--- src/rtl/pc_sequencer.sv ---
// pc_sequencer
//   Program-counter stage that sits directly behind the control unit. It
//   registers the PC, applies the next-PC select, and latches halt. It also
//   owns the round-robin quantum timer that produces the interrupt request
//   fed back to the control unit, tracks BIOS/IM mode, and records the PC
//   pre-empted by the last interrupt.
//
// Build option:
//   IRQ_MASK_BIOS_EN - when defined, the quantum timer does not count while
//                      bios_mode=1, so an interrupt can never be raised from
//                      BIOS. An interrupt already pending is still delivered.
//
// Ports:
//   clock        in   system clock
//   reset        in   asynchronous active-high reset
//   step_en      in   instruction-retire strobe; state moves only on steps
//   mux_pc       in   next-PC select (0 +1, 1 branch, 2 jump, 3 R[rs], 4 R[so])
//   imd          in   instruction immediate, sign-extended for branches
//   address      in   jump target field
//   data_rs      in   R[rs]
//   pc_so        in   OS entry PC, R[so]
//   halt         in   control-unit halt
//   finish       in   control-unit finish (disarms the timer)
//   flag_timer   in   setTimer strobe (loads quantum from timer_data)
//   flag_biosim  in   BIOS/IM toggle strobe
//   timer_data   in   quantum value
//   pc           out  current PC
//   pc_plus1     out  pc+1 (combinational)
//   interrupt    out  registered pre-emption request
//   saved_pc     out  PC pre-empted by the last interrupt
//   bios_mode    out  1 while executing from BIOS
//   halted       out  processor stopped (cleared only by reset)
//
// State table (run control FSM):
//   state      | meaning
//   ST_RUN     | steps retire normally
//   ST_HALTED  | halt seen; everything frozen until reset

module pc_sequencer #(
    parameter int ADDR_W  = 10,
    parameter int TIMER_W = 16
) (
    input  logic               clock,
    input  logic               reset,
    input  logic               step_en,
    input  logic [2:0]         mux_pc,
    input  logic [15:0]        imd,
    input  logic [25:0]        address,
    input  logic [31:0]        data_rs,
    input  logic [31:0]        pc_so,
    input  logic               halt,
    input  logic               finish,
    input  logic               flag_timer,
    input  logic               flag_biosim,
    input  logic [TIMER_W-1:0] timer_data,
    output logic [ADDR_W-1:0]  pc,
    output logic [ADDR_W-1:0]  pc_plus1,
    output logic               interrupt,
    output logic [ADDR_W-1:0]  saved_pc,
    output logic               bios_mode,
    output logic               halted
);

    typedef enum logic {
        ST_RUN    = 1'b0,
        ST_HALTED = 1'b1
    } run_state_t;

    run_state_t state, state_next;
    logic       adv;

    // Timer is held as a down-counter of steps remaining before expiry:
    // remain == quantum-1-count, so expiry is the terminal count remain==0.
    logic [TIMER_W-1:0] quantum, quantum_nxt;
    logic [TIMER_W-1:0] remain, remain_nxt;
    logic               armed, armed_nxt;
    logic               irq_nxt;
    logic [ADDR_W-1:0]  saved_nxt;
    logic               bios_nxt;
    logic [ADDR_W-1:0]  pc_next;
    logic [31:0]        imd_sext;
    logic               count_en;
    logic               unused_bits;

    assign imd_sext = {{16{imd[15]}}, imd};
    assign pc_plus1 = pc + ADDR_W'(1);
    assign halted   = (state == ST_HALTED);

    // Upper operand bits are outside the PC address space by design.
    assign unused_bits = ^{address[25:ADDR_W], data_rs[31:ADDR_W],
                           pc_so[31:ADDR_W], imd_sext[31:ADDR_W]};

    always_ff @(posedge clock or posedge reset) begin
        if (reset) begin
            state <= ST_RUN;
        end else begin
            state <= state_next;
        end
    end

    always_comb begin
        state_next = state;
        adv        = 1'b0;
        case (state)
            ST_RUN: begin
                if (step_en) begin
                    if (halt) begin
                        state_next = ST_HALTED;
                    end else begin
                        adv = 1'b1;
                    end
                end
            end
            ST_HALTED: begin
                state_next = ST_HALTED;
            end
            default: begin
                state_next = ST_RUN;
            end
        endcase
    end

    always_comb begin
        pc_next = pc_plus1;
        case (mux_pc)
            3'd0:    pc_next = pc_plus1;
            3'd1:    pc_next = pc_plus1 + imd_sext[ADDR_W-1:0];
            3'd2:    pc_next = address[ADDR_W-1:0];
            3'd3:    pc_next = data_rs[ADDR_W-1:0];
            3'd4:    pc_next = pc_so[ADDR_W-1:0];
            default: pc_next = pc_plus1;
        endcase
    end

    always_comb begin
        quantum_nxt = quantum;
        remain_nxt  = remain;
        armed_nxt   = armed;
        irq_nxt     = interrupt;
        saved_nxt   = saved_pc;
        bios_nxt    = bios_mode;

`ifdef IRQ_MASK_BIOS_EN
        count_en = armed & ~interrupt & ~flag_timer & ~finish & ~flag_biosim
                   & ~bios_mode;
`else
        count_en = armed & ~interrupt & ~flag_timer & ~finish & ~flag_biosim;
`endif

        // The step that retires the interrupt records the pre-empted PC
        // and restarts the quantum; armed is left untouched.
        if (interrupt) begin
            saved_nxt  = pc;
            irq_nxt    = 1'b0;
            remain_nxt = quantum - TIMER_W'(1);
        end else if (count_en) begin
            if (remain == '0) begin
                irq_nxt    = 1'b1;
                remain_nxt = quantum - TIMER_W'(1);
            end else begin
                remain_nxt = remain - TIMER_W'(1);
            end
        end

        // Later assignments win: load over expiry, biosim/finish over load.
        if (flag_timer) begin
            quantum_nxt = timer_data;
            remain_nxt  = timer_data - TIMER_W'(1);
            armed_nxt   = (timer_data != '0);
        end

        if (flag_biosim) begin
            bios_nxt   = ~bios_mode;
            armed_nxt  = 1'b0;
            remain_nxt = quantum_nxt - TIMER_W'(1);
        end

        if (finish) begin
            armed_nxt  = 1'b0;
            remain_nxt = quantum_nxt - TIMER_W'(1);
        end
    end

    always_ff @(posedge clock or posedge reset) begin
        if (reset) begin
            pc        <= '0;
            interrupt <= 1'b0;
            saved_pc  <= '0;
            bios_mode <= 1'b1;
            quantum   <= '0;
            remain    <= '1;
            armed     <= 1'b0;
        end else if (adv) begin
            pc        <= pc_next;
            interrupt <= irq_nxt;
            saved_pc  <= saved_nxt;
            bios_mode <= bios_nxt;
            quantum   <= quantum_nxt;
            remain    <= remain_nxt;
            armed     <= armed_nxt;
        end
    end

endmodule

--- config.mk ---
export PLATFORM = sky130hd
export DESIGN_NAME = pc_sequencer
export DESIGN_NICKNAME = d
export VERILOG_FILES = /design/src/rtl/pc_sequencer.sv
export SDC_FILE = /design/constraint.sdc
export NUM_CORES = 1
export LEC_CHECK = 0
export ABC_AREA = 1
export ABC_CLOCK_PERIOD_IN_PS = 2840
export CORE_MARGIN = 8
export CORE_UTILIZATION = 60
export DETAILED_ROUTE_END_ITERATION = 6
export DONT_BUFFER_PORTS = 1
export PLACE_DENSITY_LB_ADDON = 0.08
export RECOVER_POWER = 25
export SYNTH_ARGS = -nofsm -noshare
export SYNTH_HDL_FRONTEND = slang
export SYNTH_SLANG_ARGS = --single-unit
--- constraint.sdc ---
create_clock -name clock -period 2.84 [get_ports clock]
set_clock_uncertainty 0.15 [all_clocks]
set_input_delay 0.284 -clock clock [delete_from_list [all_inputs] [get_ports clock]]
set_output_delay 0.284 -clock clock [all_outputs]
set_load 0.01 [all_outputs]
==> impl_metrics.json, run 1 <==
{
  "outcome": "complete, no violations",
  "critical_path.max_fanout": 4,
  "finalHoldViolCount": 0,
  "synth.net_count": 1074,
  "drc": 0,
  "yosysSeqAreaShare_pct": 25.6,
  "nets": 1081,
  "initial_core_util_pct": 60.9,
  "start_kind": "flop",
  "track_usage_pct": 27.4,
  "wire_per_inst_um": 16.8,
  "grt_max_degree": 38,
  "ys_seq_elements": 56,
  "cp_cell_sequence": "ha_1 -> nand2_1 -> inv_1 -> nand3_2 -> o21ai_0 -> inv_1 -> ha_1 -> nand2_1 -> nor2_2 -> nand3_1 -> nand3_1 -> nand3_1 -> nand3_1 -> nand2_1 -> nand2_1 -> nand2_1",
  "cts_buffers": 5,
  "io_buffers": 0,
  "synth_top_family_by_area": "simple AND/OR/NAND/NOR gates",
  "nFillCells": 859,
  "pre_cts_slack_ps": 150,
  "antenna_found_initial": 0,
  "cp_slowest_stage_delay_ps": 370,
  "yosys_most_used_dff": "dfrtp_1",
  "arrival_ps": 2750,
  "first_pass_iters": 5,
  "syn_inst": 923,
  "grt_pass1_wl_um": 27900,
  "synth_fa_ha_area_share_pct": 4.42,
  "vias": 6014,
  "hold_slack_ps": 25.9,
  "viasPerCell": 5.77,
  "setup_viol": 0,
  "crit_top_cell": "nand2_1",
  "diodes": 0,
  "cts_setup_buffers": 0,
  "yosys_warnings": 0,
  "die_w_um": 112,
  "min_path_type": "in -> reg",
  "p_leak_nw": 2.97,
  "boundaryPins": 165,
  "p_per_area_nw_per_um2": 544,
  "drive_gt1_share_pct": 9.56,
  "place_congestion": 0.925,
  "synth.avg_cell_area_sq_um": 6.01,
  "drv_cap": 0,
  "slew_headroom_pct": 29.3,
  "area_delta_synth_final_pct": 5.82,
  "cts_max_path_buffers": 2,
  "synth-xor-area-share_pct": 3.16,
  "synthDominantAreaCellType": "nand2_1",
  "grt_pass1_vias": 5571,
  "cts-root-buf": "clkbuf_8",
  "synth_enable_flop_cells": 0,
  "path_class": "reg -> reg",
  "ys_top_cells_by_area": "nand2_1 23%, dfrtp_1 18%, nand3_1 8.4%",
  "final_max_slew_viol_count": 0,
  "synthMuxAreaShare_pct": 0.406,
  "die_area_sq_um": 12600,
  "cp_slowest_cell": "dfrtp_1",
  "clk-insertion-delay-late_ps": 330,
  "tritoncts": "built",
  "async_reset_ff_share_pct": 100,
  "synth_cell_types": 47,
  "std_cell_rows": 35,
  "syn_area_sq_um": 5550,
  "worstMarginPinSlew_ps": 1060,
  "grt_overflow": 0,
  "end_kind": "flop",
  "dr.first_iter.drc_count": 622,
  "die_height_um": 112,
  "wl_um": 17500,
  "min_period_ps": 2670,
  "htreeDepth": 2,
  "coreArea_sq_um": 9110,
  "synth_compound_area_share_pct": 11.5,
  "dp_hpwl_um": 13900,
  "synth-simple-area-share_pct": 44.3,
  "ant_nets": 0,
  "critPathRequiredTime_ps": 2920,
  "peakVddDrop_v": 0.000294,
  "final.period_utilization_pct": 94.0,
  "synth_top_area_share_pct": 22.6,
  "finalWorstSetupSlack_ps": 170,
  "cts.clk_slew.worst_paths_ps": 110,
  "p_total_mw": 3.20,
  "final_core_util_pct": 64.4,
  "timing.fmax_mhz": 375,
  "cts_sinks": 56
}
report_power, final:
part / internal (mW) / leakage [nW] / switching [mW]
registers: 0.999 / 0.659 / 0.215
clock network: 0.182 / 0.0463 / 0.301
logic: 0.527 / 2.27 / 0.972
path summary, 6_finish.rpt:
kind                                start          end  slack (ps)  cells after the start
max in group asynchronous           reset   remain[12]        1250                      3
setup reg to reg                    pc[0]        pc[9]         170                     16
hold reg to reg                 remain[1]    remain[1]         350                      2
min in group asynchronous           reset  saved_pc[0]         500                      2
setup / recovery                    pc[0]        pc[9]         170                     16
hold / removal             timer_data[15]        armed          30                      2
cells by family after synthesis:
family / count (synthesis)
AO/OA/AOI/OAI: 110
XOR/XNOR: 20
adder cells (fa/ha/maj): 19
buffers and inverters: 139
flip-flops: 56
multiplexers: 2
AND/OR/NAND/NOR: 577
critical path: cells and delay by family, from the launching register on:
family          cells  cell delay, ps
buf+inv             2             250
flops               1             370
compound gates      1             290
simple gates       11             980
fa+ha+maj           2             530
cells in the mapped netlist (2+ instances only):
cell       number
a211oi_1        4
a21o_1          2
a21oi_1        24
buf_1           2
buf_2           5
buf_4           2
buf_6           6
clkbuf_1        6
clkinv_1        2
dfrtp_1        39
dfstp_2        17
ha_1           18
inv_1         112
inv_2           3
mux2_2          2
nand2_1       334
nand2_2        13
nand3_1        93
nand3_2         2
nand3b_1        7
nand4_1        12
nor2_1         98
nor2_2          7
nor2_4          5
nor3_2          2
o211ai_1        3
o21ai_0        56
o21ai_1         4
o21bai_1        4
o2bb2ai_1       3
or2_2           2
xnor2_1         4
xor2_1         16
cell type report:
class,count,area (sq um),share of cell area (%)
repair buffers,21,180,3.07
flip-flops and latches,56,1420,24.3
inverters,118,445,7.59
multi-input cells,728,3580,61.1
clock buffers,5,68.8,1.17
well taps,111,139,2.37
clock inverters,3,27.5,0.469
cells in the final DEF, fill, tap and decap left out, drive strengths merged, types with 5 or more instances in the layout:
| cell type | netlist | routed |
|---|---|---|
| xor2 | 16 | 16 |
| clkbuf | 6 | 5 |
| o21ai | 61 | 61 |
| dfrtp | 39 | 39 |
| nand3 | 95 | 95 |
| ha | 18 | 18 |
| nand4 | 12 | 12 |
| nand3b | 7 | 7 |
| a21oi | 25 | 25 |
| dfstp | 17 | 17 |
| buf | 15 | 17 |
| nor2 | 110 | 110 |
| inv | 116 | 117 |
| nand2 | 347 | 347 |
what timing repair did:
| action | in CTS | in global routing |
|---|---|---|
| setup endpoints to repair | 0 | 4 |
| gates resized for setup | 0 | 7 |
| hold endpoints to repair | 23 | 0 |
| hold buffers | 4 | 0 |
layer usage:
metal	share of wire [%]	global-route usage (%)	routed length (um)	vias to the layer above
li1	-	-	-	2960
met1	43	37.4	7600	2749
met2	45	43.4	7920	283
met3	9.9	5.69	1720	22
met4	1.3	6.65	227	0
met5	0	0	0	-
through the flow:
| step | setup TNS [ps] | area (sq um) | cells |
|---|---|---|---|
| final | 0 | 5870 | 1042 |
| after floorplan | 0 | 5550 | 923 |
| after global placement | 0 | 5690 | 1030 |
| after CTS | 0 | 5830 | 1042 |
| after detailed placement | 0 | 5690 | 1030 |
| after global routing | -2.36 | 5870 | 1042 |
flip-flops by register name (all words and copies together) (netlist names):
name	cells
armed	1
bios_mode	1
halted	1
interrupt	1
pc	10
quantum	16
remain	16
saved_pc	10
(Power assumes the default switching activity.)
==> run 2: changes to the inputs <==
- CORE_UTILIZATION: 60 -> 59
==> run 2 against run 1 <==
  * Total power decreased by 1.1%
  * Sequential share of layout area grew 0.23 points
  * Final cell count is 0.38% lower
  * Flip-flop and latch count stayed put
  * Via count fell by 0.70%
  * Worst hold slack worse by 11 ps
  * Sequential power is essentially flat
  * Setup slack improved by 18 ps
  * Clock-buffer cell count did not move
  * Register-to-register slack gained 20 ps
  * Core utilization down 1.3 points
==> impl_metrics.json, run 2 (same netlist as run 1, synthesis figures left out) <==
{
  "tns_ps": 0,
  "cts_max_path_buffers": 2,
  "io_buffers": 0,
  "final.period_utilization_pct": 93.4,
  "critPathRequiredTime_ps": 2920,
  "dr.first_iter.drc_count": 567,
  "wire_per_inst_um": 16.7,
  "seqPwrFrac_pct": 38.7,
  "min_path_type": "in -> reg",
  "die_w_um": 113,
  "timing.fmax_mhz": 377,
  "outcome": "complete, no violations",
  "worst-r2r-setup-slack_ps": 190,
  "slew_headroom_pct": 31.4,
  "final_cell_mix": "334 x nand2_1, 112 x inv_1, 96 x nor2_1",
  "path_class": "reg -> reg",
  "peakVddDrop_v": 0.000244,
  "dp_hpwl_um": 13700,
  "drv_cap": 0,
  "hold_slack_ps": 15.2,
  "power_frac_clock_pct": 15.0,
  "worstMarginPinSlew_ps": 1030,
  "area_delta_synth_final_pct": 4.71,
  "wl_um": 17300,
  "top_regs": "quantum (16), remain (16)",
  "critical_path.max_fanout": 4,
  "final_cell_count_no_fill": 1038,
  "grt_pass1_wl_um": 27200,
  "cts.clk_slew.worst_paths_ps": 110,
  "setup_viol": 0,
  "end_kind": "flop",
  "die_height_um": 113,
  "vias": 5972,
  "diodes": 0,
  "final_common_cell": "nand2_1",
  "finalHoldViolCount": 0,
  "first_pass_iters": 6,
  "antenna_found_initial": 0,
  "std_cell_rows": 35,
  "boundaryPins": 165,
  "start_kind": "flop",
  "clk-insertion-delay-late_ps": 320,
  "cts_buffers": 5,
  "hold_depth": 2,
  "drc": 0,
  "cts-root-buf": "clkbuf_8",
  "p_per_area_nw_per_um2": 544,
  "cts_sinks": 56,
  "nFillCells": 929,
  "cts_setup_buffers": 0,
  "grt_max_degree": 47,
  "grt_pass1_vias": 5404,
  "reg2reg_depth": 19,
  "coreArea_sq_um": 9200,
  "tritoncts": "built",
  "switching_power_mw": 1.47,
  "internal_power_mw": 1.69,
  "track_usage_pct": 26.6,
  "viasPerCell": 5.75,
  "initial_core_util_pct": 60.3,
  "share_comb_of_total_power_pct": 46.3,
  "min_period_ps": 2650,
  "p_total_mw": 3.16,
  "final_max_slew_viol_count": 0,
  "place_congestion": 0.993,
  "htreeDepth": 2,
  "dpl.cell_count": 1026,
  "nets": 1077,
  "die_area_sq_um": 12800,
  "grt_overflow": 0,
  "drive_gt1_share_pct": 8.95,
  "p_leak_nw": 2.95,
  "ant_nets": 0,
  "switching_share_pct": 46.5,
  "arrival_ps": 2730,
  "fin_area_sq_um": 5810,
  "place_area_sq_um": 5660
}
==> run 2: worst max-delay path, cell delays in order (launching register included) <==
cell and delay, ps:
dfrtp_1 380, ha_1 180, nand2_1 70, inv_1 100
nand3_2 120, nor2_1 120, nand2_1 70, xor2_1 190
inv_1 80, ha_1 320, nand2_1 120, inv_1 50
a21oi_1 150, nand3_1 130, inv_1 70, nand2_1 50
nand3_1 60, nand2_1 50, nand2_1 70, nand2_1 40
==> run 2: worst paths after layout <==
path,endpoint,start
worst max-delay path,pc[9],pc[0]
worst min-delay path,armed,timer_data[15]
worst max register to register,pc[9],pc[0]
worst min register to register,remain[14],remain[14]
max in group asynchronous,quantum[8],reset
min in group asynchronous,halted,reset
==> run 2: through the flow <==
stage	util (%)	setup slack, ps
2_1_floorplan	-	344
3_3_place_gp	61.6	185
3_5_place_dp	61.6	172
4_1_cts	63.0	152
5_1_grt	63.2	-23.6
6_report	63.2	189
==> run 2: repair_timing <==
| item | 4_1_cts | 5_1_grt |
|---|---|---|
| setup endpoints to repair | 0 | 4 |
| hold buffers | 4 | 0 |
| gates resized for setup | 0 | 5 |
| hold endpoints to repair | 23 | 0 |
==> run 2: routing by layer <==
layer	global-route usage (%)	vias to the layer above	wire length, um
met4	6.13	0	291
li1	-	2942	-
met5	0	-	0
met3	5.38	28	1700
met2	42.1	292	7830
met1	36.4	2710	7510
==> run 2: layout make-up <==
cell class / count / area, sq um / area share, %
Multi-Input combinational cell: 728 / 3570 / 61.5
Sequential cell: 56 / 1420 / 24.5
Inverter: 118 / 445 / 7.67
Tap cell: 111 / 139 / 2.39
Timing Repair Buffer: 17 / 135 / 2.33
Clock buffer: 5 / 68.8 / 1.18
Clock inverter: 3 / 25.0 / 0.431
==> run 2: power groups by stage <==
stage          Clock (mW)  Sequential, mW  Combinational [mW]
2_1_floorplan           0            1.18                1.09
5_1_grt             0.520            1.25                1.65
3_3_place_gp            0            1.22                1.39
6_report            0.474            1.22                1.46
3_5_place_dp            0            1.23                1.43
4_1_cts             0.486            1.22                1.44
